<file path="config.mk">
export PLATFORM = sky130hd
export DESIGN_NAME = video_crtc_timing_flat
export DESIGN_NICKNAME = d
export VERILOG_FILES = /design/src/rtl/video_crtc_timing_if.sv /design/src/rtl/video_crtc_timing.sv /design/src/flat_wrapper.sv
export SDC_FILE = /design/constraint.sdc
export NUM_CORES = 1
export LEC_CHECK = 0
export CAP_MARGIN = 30
export CORE_ASPECT_RATIO = 1.2
export CORE_UTILIZATION = 45
export DETAILED_ROUTE_END_ITERATION = 12
export PLACE_DENSITY_LB_ADDON = 0.15
export REMOVE_ABC_BUFFERS = 1
export SLEW_MARGIN = 10
export SYNTH_ARGS = -nofsm -noshare
export SYNTH_HDL_FRONTEND = slang
export SYNTH_SLANG_ARGS = --single-unit
</file>
<file path="constraint.sdc">
create_clock -name sys_clock_i -period 4.1 [get_ports sys_clock_i]
set_input_delay 0.41 -clock sys_clock_i [delete_from_list [all_inputs] [get_ports sys_clock_i]]
set_output_delay 0.41 -clock sys_clock_i [all_outputs]
set_load 0.01 [all_outputs]
</file>
<file path="src/rtl/video_crtc_timing_if.sv">
// Signal bundle between the CRTC register file / character clock side and the raster timing generator.
interface video_crtc_timing_if;
    logic        clk_en_i;
    logic [7:0]  r0_h_total_i;
    logic [7:0]  r1_h_displayed_i;
    logic [7:0]  r2_h_sync_pos_i;
    logic [3:0]  r3_h_sync_width_i;
    logic [4:0]  r3_v_sync_width_i;
    logic [6:0]  r4_v_total_i;
    logic [4:0]  r5_v_adjust_i;
    logic [6:0]  r6_v_displayed_i;
    logic [6:0]  r7_v_sync_pos_i;
    logic [4:0]  r9_max_scan_line_i;
    logic [13:0] r1213_start_addr_i;
    logic        h_sync_o;
    logic        v_sync_o;
    logic        de_o;
    logic [13:0] ma_o;
    logic [4:0]  ra_o;
    logic        frame_o;

    modport master (
        output clk_en_i, r0_h_total_i, r1_h_displayed_i, r2_h_sync_pos_i,
               r3_h_sync_width_i, r3_v_sync_width_i, r4_v_total_i, r5_v_adjust_i,
               r6_v_displayed_i, r7_v_sync_pos_i, r9_max_scan_line_i, r1213_start_addr_i,
        input  h_sync_o, v_sync_o, de_o, ma_o, ra_o, frame_o
    );

    modport slave (
        input  clk_en_i, r0_h_total_i, r1_h_displayed_i, r2_h_sync_pos_i,
               r3_h_sync_width_i, r3_v_sync_width_i, r4_v_total_i, r5_v_adjust_i,
               r6_v_displayed_i, r7_v_sync_pos_i, r9_max_scan_line_i, r1213_start_addr_i,
        output h_sync_o, v_sync_o, de_o, ma_o, ra_o, frame_o
    );
endinterface

</file>
<file path="src/rtl/video_crtc_timing.sv">
// CRTC raster timing generator: horizontal/vertical counters, sync pulses, display enable,
// memory and scanline addresses, advanced once per character-clock enable.
module video_crtc_timing (
    input  logic               sys_clock_i,
    input  logic               sys_reset_n_i,
    video_crtc_timing_if.slave bus
);
    localparam logic [0:0] ST_ACTIVE = 1'b0;
    localparam logic [0:0] ST_ADJUST = 1'b1;

    // A programmed sync width of zero stands for the maximum width of 16.
    function automatic logic [4:0] sync_width(input logic [4:0] w);
        return (w == 5'd0) ? 5'd16 : w;
    endfunction

    logic [7:0]  h_r, h_s;
    logic [6:0]  row_r, row_s;
    logic [4:0]  ra_cnt_r, ra_cnt_s;
    logic [0:0]  state_r, state_s;
    logic [13:0] row_addr_r, row_addr_s;
    logic [4:0]  hs_cnt_r, hs_cnt_s;
    logic [4:0]  vs_cnt_r, vs_cnt_s;
    logic        line_end_s;
    logic        frame_end_s;
    logic        vs_start_s;
    logic        de_s;
    logic [13:0] ma_s;

    logic        h_sync_r;
    logic        v_sync_r;
    logic        de_r;
    logic [13:0] ma_out_r;
    logic [4:0]  ra_out_r;
    logic        frame_r;

    // Next character position: horizontal wrap and the row/scanline/adjust sequencing at line end.
    always_comb begin
        line_end_s  = (h_r >= bus.r0_h_total_i);
        h_s         = h_r;
        row_s       = row_r;
        ra_cnt_s    = ra_cnt_r;
        state_s     = state_r;
        row_addr_s  = row_addr_r;
        frame_end_s = 1'b0;
        if (line_end_s) begin
            h_s = 8'd0;
            case (state_r)
                ST_ACTIVE: begin
                    if (ra_cnt_r < bus.r9_max_scan_line_i) begin
                        ra_cnt_s = ra_cnt_r + 5'd1;
                    end else begin
                        ra_cnt_s   = 5'd0;
                        row_addr_s = row_addr_r + {6'd0, bus.r1_h_displayed_i};
                        if (row_r >= bus.r4_v_total_i) begin
                            if (bus.r5_v_adjust_i == 5'd0) begin
                                frame_end_s = 1'b1;
                                row_s       = 7'd0;
                                row_addr_s  = bus.r1213_start_addr_i;
                            end else begin
                                state_s = ST_ADJUST;
                            end
                        end else begin
                            row_s = row_r + 7'd1;
                        end
                    end
                end
                ST_ADJUST: begin
                    if (({1'b0, ra_cnt_r} + 6'd1) >= {1'b0, bus.r5_v_adjust_i}) begin
                        frame_end_s = 1'b1;
                        row_s       = 7'd0;
                        ra_cnt_s    = 5'd0;
                        state_s     = ST_ACTIVE;
                        row_addr_s  = bus.r1213_start_addr_i;
                    end else begin
                        ra_cnt_s = ra_cnt_r + 5'd1;
                    end
                end
                default: begin
                    state_s  = ST_ACTIVE;
                    ra_cnt_s = 5'd0;
                end
            endcase
        end else begin
            h_s = h_r + 8'd1;
        end
    end

    // Sync width counters; a fresh start while still active reloads the full width.
    always_comb begin
        vs_start_s = line_end_s && (state_s == ST_ACTIVE) && (ra_cnt_s == 5'd0) &&
                     (row_s == bus.r7_v_sync_pos_i) &&
                     (bus.r7_v_sync_pos_i <= bus.r4_v_total_i);
        if (h_s == bus.r2_h_sync_pos_i) begin
            hs_cnt_s = sync_width({1'b0, bus.r3_h_sync_width_i});
        end else if (hs_cnt_r != 5'd0) begin
            hs_cnt_s = hs_cnt_r - 5'd1;
        end else begin
            hs_cnt_s = 5'd0;
        end
        if (vs_start_s) begin
            vs_cnt_s = sync_width(bus.r3_v_sync_width_i);
        end else if (line_end_s && (vs_cnt_r != 5'd0)) begin
            vs_cnt_s = vs_cnt_r - 5'd1;
        end else begin
            vs_cnt_s = vs_cnt_r;
        end
    end

    // Display enable and memory address for the position the counters move to.
    always_comb begin
        de_s = (h_s < bus.r1_h_displayed_i) && (row_s < bus.r6_v_displayed_i) &&
               (state_s == ST_ACTIVE);
        ma_s = row_addr_s + {6'd0, h_s};
    end

    // Counter state, advanced only on character-clock enables.
    always_ff @(posedge sys_clock_i) begin
        if (!sys_reset_n_i) begin
            h_r        <= 8'd0;
            row_r      <= 7'd0;
            ra_cnt_r   <= 5'd0;
            state_r    <= ST_ACTIVE;
            row_addr_r <= 14'd0;
            hs_cnt_r   <= 5'd0;
            vs_cnt_r   <= 5'd0;
        end else if (bus.clk_en_i) begin
            h_r        <= h_s;
            row_r      <= row_s;
            ra_cnt_r   <= ra_cnt_s;
            state_r    <= state_s;
            row_addr_r <= row_addr_s;
            hs_cnt_r   <= hs_cnt_s;
            vs_cnt_r   <= vs_cnt_s;
        end
    end

    // Registered outputs; frame_o is a single system-clock pulse after the enable that starts a frame.
    always_ff @(posedge sys_clock_i) begin
        if (!sys_reset_n_i) begin
            h_sync_r <= 1'b0;
            v_sync_r <= 1'b0;
            de_r     <= 1'b0;
            ma_out_r <= 14'd0;
            ra_out_r <= 5'd0;
            frame_r  <= 1'b0;
        end else if (bus.clk_en_i) begin
            h_sync_r <= (hs_cnt_s != 5'd0);
            v_sync_r <= (vs_cnt_s != 5'd0);
            de_r     <= de_s;
            ma_out_r <= ma_s;
            ra_out_r <= ra_cnt_s;
            frame_r  <= frame_end_s;
        end else begin
            frame_r  <= 1'b0;
        end
    end

    assign bus.h_sync_o = h_sync_r;
    assign bus.v_sync_o = v_sync_r;
    assign bus.de_o     = de_r;
    assign bus.ma_o     = ma_out_r;
    assign bus.ra_o     = ra_out_r;
    assign bus.frame_o  = frame_r;
endmodule

</file>
<file path="src/flat_wrapper.sv">
// flat-port wrapper written by rule: the top's interface ports become plain ports
module video_crtc_timing_flat 
  (sys_clock_i, sys_reset_n_i, bus_clk_en_i, bus_r0_h_total_i, bus_r1_h_displayed_i, bus_r2_h_sync_pos_i, bus_r3_h_sync_width_i, bus_r3_v_sync_width_i, bus_r4_v_total_i, bus_r5_v_adjust_i, bus_r6_v_displayed_i, bus_r7_v_sync_pos_i, bus_r9_max_scan_line_i, bus_r1213_start_addr_i, bus_h_sync_o, bus_v_sync_o, bus_de_o, bus_ma_o, bus_ra_o, bus_frame_o);
  video_crtc_timing_if bus_i ();
  input  logic sys_clock_i;
  input  logic sys_reset_n_i;
  input wire logic [$bits(bus_i.clk_en_i)-1:0] bus_clk_en_i;
  input wire logic [$bits(bus_i.r0_h_total_i)-1:0] bus_r0_h_total_i;
  input wire logic [$bits(bus_i.r1_h_displayed_i)-1:0] bus_r1_h_displayed_i;
  input wire logic [$bits(bus_i.r2_h_sync_pos_i)-1:0] bus_r2_h_sync_pos_i;
  input wire logic [$bits(bus_i.r3_h_sync_width_i)-1:0] bus_r3_h_sync_width_i;
  input wire logic [$bits(bus_i.r3_v_sync_width_i)-1:0] bus_r3_v_sync_width_i;
  input wire logic [$bits(bus_i.r4_v_total_i)-1:0] bus_r4_v_total_i;
  input wire logic [$bits(bus_i.r5_v_adjust_i)-1:0] bus_r5_v_adjust_i;
  input wire logic [$bits(bus_i.r6_v_displayed_i)-1:0] bus_r6_v_displayed_i;
  input wire logic [$bits(bus_i.r7_v_sync_pos_i)-1:0] bus_r7_v_sync_pos_i;
  input wire logic [$bits(bus_i.r9_max_scan_line_i)-1:0] bus_r9_max_scan_line_i;
  input wire logic [$bits(bus_i.r1213_start_addr_i)-1:0] bus_r1213_start_addr_i;
  output wire logic [$bits(bus_i.h_sync_o)-1:0] bus_h_sync_o;
  output wire logic [$bits(bus_i.v_sync_o)-1:0] bus_v_sync_o;
  output wire logic [$bits(bus_i.de_o)-1:0] bus_de_o;
  output wire logic [$bits(bus_i.ma_o)-1:0] bus_ma_o;
  output wire logic [$bits(bus_i.ra_o)-1:0] bus_ra_o;
  output wire logic [$bits(bus_i.frame_o)-1:0] bus_frame_o;
  assign bus_i.clk_en_i = bus_clk_en_i;
  assign bus_i.r0_h_total_i = bus_r0_h_total_i;
  assign bus_i.r1_h_displayed_i = bus_r1_h_displayed_i;
  assign bus_i.r2_h_sync_pos_i = bus_r2_h_sync_pos_i;
  assign bus_i.r3_h_sync_width_i = bus_r3_h_sync_width_i;
  assign bus_i.r3_v_sync_width_i = bus_r3_v_sync_width_i;
  assign bus_i.r4_v_total_i = bus_r4_v_total_i;
  assign bus_i.r5_v_adjust_i = bus_r5_v_adjust_i;
  assign bus_i.r6_v_displayed_i = bus_r6_v_displayed_i;
  assign bus_i.r7_v_sync_pos_i = bus_r7_v_sync_pos_i;
  assign bus_i.r9_max_scan_line_i = bus_r9_max_scan_line_i;
  assign bus_i.r1213_start_addr_i = bus_r1213_start_addr_i;
  assign bus_h_sync_o = bus_i.h_sync_o;
  assign bus_v_sync_o = bus_i.v_sync_o;
  assign bus_de_o = bus_i.de_o;
  assign bus_ma_o = bus_i.ma_o;
  assign bus_ra_o = bus_i.ra_o;
  assign bus_frame_o = bus_i.frame_o;
  video_crtc_timing u_core (.sys_clock_i(sys_clock_i), .sys_reset_n_i(sys_reset_n_i), .bus(bus_i));
endmodule
</file>
== Yosys cells after proc, flatten, opt, wreduce, memory -nomap -nowiden ==
Cells that the tools add are included.
Operators by class
  add/sub/neg operators: 8
  divide/modulo/power cells: 0
  magnitude comparators: 7
  reductions and logical operators: 16
  equality and inequality tests: 2
  multipliers: 0
  shift-type cells: 0
  muxes and demuxes: 34
  bitwise operators: 2
Operators with widths (number)
  two-way mux 14 bit: 5
  two-way mux 5 bit: 9
  two-way mux 7 bit: 5
  adder 14 x 8 -> 14 bit: 2
  case mux 14 bit (2 select lines): 1
  nonzero test 5 bit: 4
  zero test 5 bit: 3
  case mux 7 bit (2 select lines): 1
  case mux 5 bit (2 select lines): 1
  subtractor 5 x 1 -> 5 bit (second input constant): 2
  two-way mux 1 bit: 9
  adder 8 x 1 -> 8 bit (second input constant): 1
  equality test 8 bit: 1
  >= comparator 8 bit: 1
  < comparator 8 bit: 1
  two-way mux 8 bit: 1
  adder 7 x 1 -> 7 bit (second input constant): 1
  equality test 7 bit: 1
  >= comparator 7 bit: 1
  <= comparator 7 bit: 1
  logical AND 1 bit: 7
  < comparator 7 bit: 1
  adder 5 x 1 -> 6 bit (second input constant): 1
  >= comparator 6 x 5 -> 1 bit: 1
  other kinds (6): 8
Word-level totals
  flip-flop bits (word level): 63
  word-level logic and storage cells: 81
  bits in writable memories: 0
  input bits: 81
  bits in read-only memories: 0
  memories: 0
  latch bits: 0
  output and inout bits: 23

== Logic depth before layout (Yosys ltp) ==
  depth in word-level cells: 13
  gate-level depth with buffers: 24

== Worst setup path after synthesis ==
Ideal clock, no wire load.
  path type: register to register
  from: register u_core.ra_cnt_r[0]
  to: register u_core.ma_out_r[9] (netlist: u_core.bus.ma_o[9])
  cell stages (with the launch flop): 22
  data arrival time: 4364 ps
  required time: 4030 ps
  library setup time: 70 ps
  setup slack: -335 ps
  buffers on the path: 1
  path through: dfxtp_1 ha_1 xor2_1 ha_1 a211oi_1 o21ai_0 a21oi_1 a21oi_1 o21ai_0 clkbuf_1 o221a_2 ha_1 a21o_1 a21oi_1 o21bai_1 a21oi_1 nor2b_1 o31a_1 o21ai_0 xnor2_1 nand2_1 a21oi_1
Between the ends
  longest elaborated chain between the ends: 6
Ends and longest elaborated chain
  start: declaration: line video_crtc_timing.sv:18  | logic [4:0] ra_cnt_r, ra_cnt_s;
  start signal: assignment: line video_crtc_timing.sv:129  | ra_cnt_r <= ra_cnt_s;
  adder 5 x 1 -> 6 bit: line video_crtc_timing.sv:68  | if (({1'b0, ra_cnt_r} + 6'd1) >= {1'b0, bus.r5_v_adjust_i}) begin
  >= comparator 6 x 5 -> 1 bit: line video_crtc_timing.sv:68
  two-way mux 14 bit: line video_crtc_timing.sv:68
  case mux 14 bit (2 select lines) (*): line video_crtc_timing.sv:47  | case (state_r)
  two-way mux 14 bit (*): line video_crtc_timing.sv:45  | if (line_end_s) begin
  via u_core.row_addr_s[1]: line video_crtc_timing.sv:20  | logic [13:0] row_addr_r, row_addr_s;
  adder 14 x 8 -> 14 bit (*): line video_crtc_timing.sv:113  | ma_s = row_addr_s + {6'd0, h_s};
  end signal: assignment: line video_crtc_timing.sv:150  | ma_out_r <= ma_s;
  end: declaration: line video_crtc_timing.sv:32  | logic [13:0] ma_out_r;
Mark *: on every way through the listed nets, which the timed path passes. The rest lies on a longest branch.
A chain may end at the register's enable or synchronous reset.

== Worst setup path in the final report ==
  from: register u_core.ra_cnt_r[1]
  to: register u_core.ma_out_r[8] (netlist: u_core.bus.ma_o[8])
The elaborated chain is that of the path after synthesis.

==> implementation parameters <==
Parameter                              Value

Worst setup path
  Cell chain of the critical path    ha_4 > xor2_1 > ha_1 > a211oi_2 > o21ai_2 > buf_4 > a21o_1 > o21a_2 > o22ai_2 > nor2_2 > ha_2 > fa_2 > a21oi_2 > nor2_2 > nor2_2 > o21bai_2 > a21oi_2 > o21bai_1 > a21oi_2 > xnor2_1 > mux2i_1 > nor2_1
  Element type at the critical path start    register
  Data arrival time of the critical path    between 4 and 5 ns
  Critical Path Fanout Max    4
  Longest individual stage delay on the worst path    0.38 ns
  Crit. End Element    register
  Endpoint required time on the critical path    4.30 ns
  Critical Setup Path Class    reg -> reg
  Slowest cell on the critical path    sky130_fd_sc_hd__fa_2

Yosys
  Number of warnings issued by yosys    0
  Netlist cell types    70
  Flip-flop and latch count after synthesis    63
  Number of standard cells after synthesis    around 770
  Dominant register cell in the synthesized netlist    sky130_fd_sc_hd__dfxtp_1
  Number of enable-type register cells in the synthesized netlist    0
  Sequential share of the synthesized area    21.34%
  Fraction of registers with async set/reset    0%
  Average cell area after synthesis    7.635 um^2
  Synthesized area    5909 um^2

Route
  Via count    6459
  WL per Instance    16.53 um
  Number of routed nets with antenna violations    0
  Drc violations    0
  Detailed Routing Iterations Pass 1    5
  DRC violation total after the first TritonRoute iteration    310
  Total routed wirelength    approximately 19000 um
  Ratio of routed vias to standard cells    roughly 5.7

Pwr
  Power density cells    230.5 nW/um^2
  Total power after layout    1.929 mW
  Clock Power Share    44.6%
  Net Sw Power    528.0 uW
  Maximum vdd ir drop    0.2167 mV
  Part of the total power dissipated in combinational logic    21.9%
  Static Leakage    3.677 nW
  Switching fraction of total power    27.37%
  Internal Dissipation    1.401 mW
  Proportion of power drawn by flip-flops and latches    around a third

Timing
  RSZ-0062 raised after global routing    yes
  Setup TNS    0 ns
  Worst clock skew on the final layout    0.007372 ns
  Final critical-path required period    4.080 ns
  Number of hold violations in the final report    0
  Slew at the pin with the worst max-slew slack    0.9262 ns
  Max_slew headroom    about two fifths
  Final setup violation count    0
  Period Utilization, post-route    approximately 100%
  Maximum operating frequency    0.2451 GHz
  Final number of max-transition violations    0

GRT
  Overall Global Routing Usage    27.50%
  Via count of the first global-routing pass    6345
  GR Overflow Total    0
  Initial antenna violation count    0
  Global-route wire length before repair    29610 um
  Pin count of the biggest net entering global routing    42

Placed design
  Final GP Congestion    0.9059
  Number of port buffers    103
  HPWL reported at the end of detailed placement    14720 um

Clock network
  Max Root-Sink Buffers    2
  Clk Tree Root Cell    sky130_fd_sc_hd__clkbuf_16
  Clock Sink Count    63
  CTS tree    yes
  Number of clock buffers inserted by TritonCTS    9
  Clock slew seen by the registers of the worst setup and hold paths    roughly 0.060 ns
  Clock insertion delay at the later pin of the skew report    approximately 0.34 ns
  Number of hold buffers added after CTS    0
  H-Tree Depth    3

Worst hold path
  Min-delay worst type    reg -> reg

Run status
  Outcome    finished clean

Layout
  Area Growth Syn to Fin    41.65%
  Number of nets at the end of the flow    1117
  Util after Layout    between 60 and 70%
  Layout cell share with drive strength beyond 1    around 18%
  Antenna fix cells    0

Floorplanning
  Count of standard-cell rows    45
  Area of the core    12720 um^2
  Die width    106.6 um
  Starting Density    between 40 and 50%
  Die Span Y    127.5 um
  Number of top-level pins    between 100 and 150
  Area of the die    13600 um^2

Job
  Reported max-cap violation count    0
## critical path, delay by kind of cell, from the launching register on
family / cells / cell delay [ns]
simple gates: 4 / 0.34
fa+ha+maj: 4 / 1.05
compound gates: 10 / 1.67
buf+inv: 1 / 0.14
xor+xnor: 2 / 0.24
mux: 1 / 0.14
flops: 1 / 0.36
## per-layer routing
metal	global-route usage [%]	wire length (um)	vias up
li1	-	-	3199
met1	30.12	7761	3056
met2	52.26	9724	162
met3	3.520	714	42
met4	11.93	595	0
met5	0	0	-
## cells in the final DEF, fill, tap and decap left out, drive strengths merged, types with 4 or more instances in the layout
master	n
dfxtp	63
xnor2	25
a21o	11
nor2b	13
mux2i	33
inv	61
buf	109
o31ai	6
nor2	93
nand2b	11
and3	12
xor2	11
and2	7
o21bai	5
clkbuf	10
nand2	47
nor3b	6
nor4b	4
nand3	24
o22ai	9
clkdlybuf4s50	101
o211a	4
ha	66
o21a	14
nor3	21
or3	4
a31oi	16
a211oi	14
nand4	8
o21ai	47
a21oi	50
o211ai	4
## state kept, by name, summed over array words and instances, names as in the netlist
| register | count |
|---|---|
| u_core.bus.ma_o | 14 |
| u_core.row_addr_r | 14 |
| u_core.h_r | 8 |
| u_core.row_r | 7 |
| u_core.hs_cnt_r | 5 |
| u_core.ra_cnt_r | 5 |
| u_core.vs_cnt_r | 5 |
| u_core.bus.de_o | 1 |
| u_core.bus.frame_o | 1 |
| u_core.bus.h_sync_o | 1 |
| u_core.bus.v_sync_o | 1 |
| u_core.state_r | 1 |
## cell families after synthesis
kind of cell / synth area share, %
AO/OA/AOI/OAI: 25.47
buffers and inverters: 5.717
multiplexers: 5.971
adder cells (fa/ha/maj): 14.65
AND/OR/NAND/NOR: 21.51
flip-flops: 21.34
XOR/XNOR: 5.336
## cells in the mapped netlist, types with 3 or more instances
cell type	number	share of area (%)
sky130_fd_sc_hd__nor3_1	21	1.8
sky130_fd_sc_hd__a211oi_1	14	1.8
sky130_fd_sc_hd__o21bai_1	5	0.64
sky130_fd_sc_hd__dfxtp_1	63	21
sky130_fd_sc_hd__nor4_1	3	0.32
sky130_fd_sc_hd__inv_1	60	3.8
sky130_fd_sc_hd__o211ai_1	4	0.51
sky130_fd_sc_hd__or2b_1	3	0.38
sky130_fd_sc_hd__ha_1	66	14
sky130_fd_sc_hd__nand3_1	23	1.9
sky130_fd_sc_hd__and2_1	7	0.74
sky130_fd_sc_hd__o211a_1	4	0.68
sky130_fd_sc_hd__nor2b_1	13	1.4
sky130_fd_sc_hd__a31oi_1	16	1.7
sky130_fd_sc_hd__nand4_1	8	0.85
sky130_fd_sc_hd__o21a_1	14	1.8
sky130_fd_sc_hd__and3_1	11	1.2
sky130_fd_sc_hd__nand2_1	47	3.0
sky130_fd_sc_hd__a21oi_1	50	4.2
sky130_fd_sc_hd__a21o_1	11	1.4
sky130_fd_sc_hd__nor2_1	93	5.9
sky130_fd_sc_hd__mux2i_1	33	5.6
sky130_fd_sc_hd__nor4b_1	4	0.59
sky130_fd_sc_hd__o21ai_1	5	0.42
sky130_fd_sc_hd__nand2b_1	11	1.2
sky130_fd_sc_hd__o22ai_1	9	0.95
sky130_fd_sc_hd__o21ai_0	42	3.6
sky130_fd_sc_hd__o31ai_1	5	0.64
sky130_fd_sc_hd__o31a_1	3	0.44
sky130_fd_sc_hd__a21boi_0	3	0.38
sky130_fd_sc_hd__a22oi_1	3	0.38
sky130_fd_sc_hd__buf_2	6	0.51
sky130_fd_sc_hd__buf_1	3	0.19
sky130_fd_sc_hd__nor3b_1	6	0.76
sky130_fd_sc_hd__a22o_1	3	0.44
sky130_fd_sc_hd__clkbuf_1	19	1.2
sky130_fd_sc_hd__xnor2_1	25	3.7
sky130_fd_sc_hd__xor2_1	11	1.6
sky130_fd_sc_hd__or3_1	4	0.42
## repair_timing
action | in CTS | in global routing
endpoints found under the setup margin | 7 | 8
gates resized for setup | 15 | 35
pin swaps | 3 | 20
setup buffers | 0 | 3
## path summary, 6_finish.rpt
path,slack (ns),from,cells after the start,to
min reg2reg,0.46,u_core.bus.ma_o[13],2,u_core.bus.ma_o[13]
max reg2reg,0.02,u_core.ra_cnt_r[1],22,u_core.bus.ma_o[8]
max,0.02,u_core.ra_cnt_r[1],22,u_core.bus.ma_o[8]
min,0.46,u_core.bus.ma_o[13],2,u_core.bus.ma_o[13]
## area by class of cell
class,instances,area [um^2]
fillers,1118,4354
well taps,164,205.2
multi-input cells,623,4487
inverters,60,225.2
clock inverters,6,91.34
clock buffers,10,239.0
repair buffers,211,1852
flip-flops and latches,63,1271
## power groups by stage
stage,Combinational (mW),Clock [mW],Sequential (mW)
6_report,0.422,0.861,0.646
5_1_grt,0.463,0.901,0.648
4_1_cts,0.415,0.871,0.647
3_5_place_dp,0.411,0,0.660
3_3_place_gp,0.401,0,0.660
2_1_floorplan,0.191,0,0.664
## per-stage QoR
step           hold slack, ns  setup slack [ns]  instances  area [um^2]
3_5_place_dp           0.4527           -0.4397       1118         7835
6_report               0.4627           0.02048       1137         8371
2_1_floorplan          0.4720           -0.4150        746         5797
5_1_grt                0.4867           -0.1468       1137         8371
3_3_place_gp           0.4509           -0.2899       1118         7835
4_1_cts                0.4646          0.008505       1134         8227
Power figures use the tool's default switching activity.
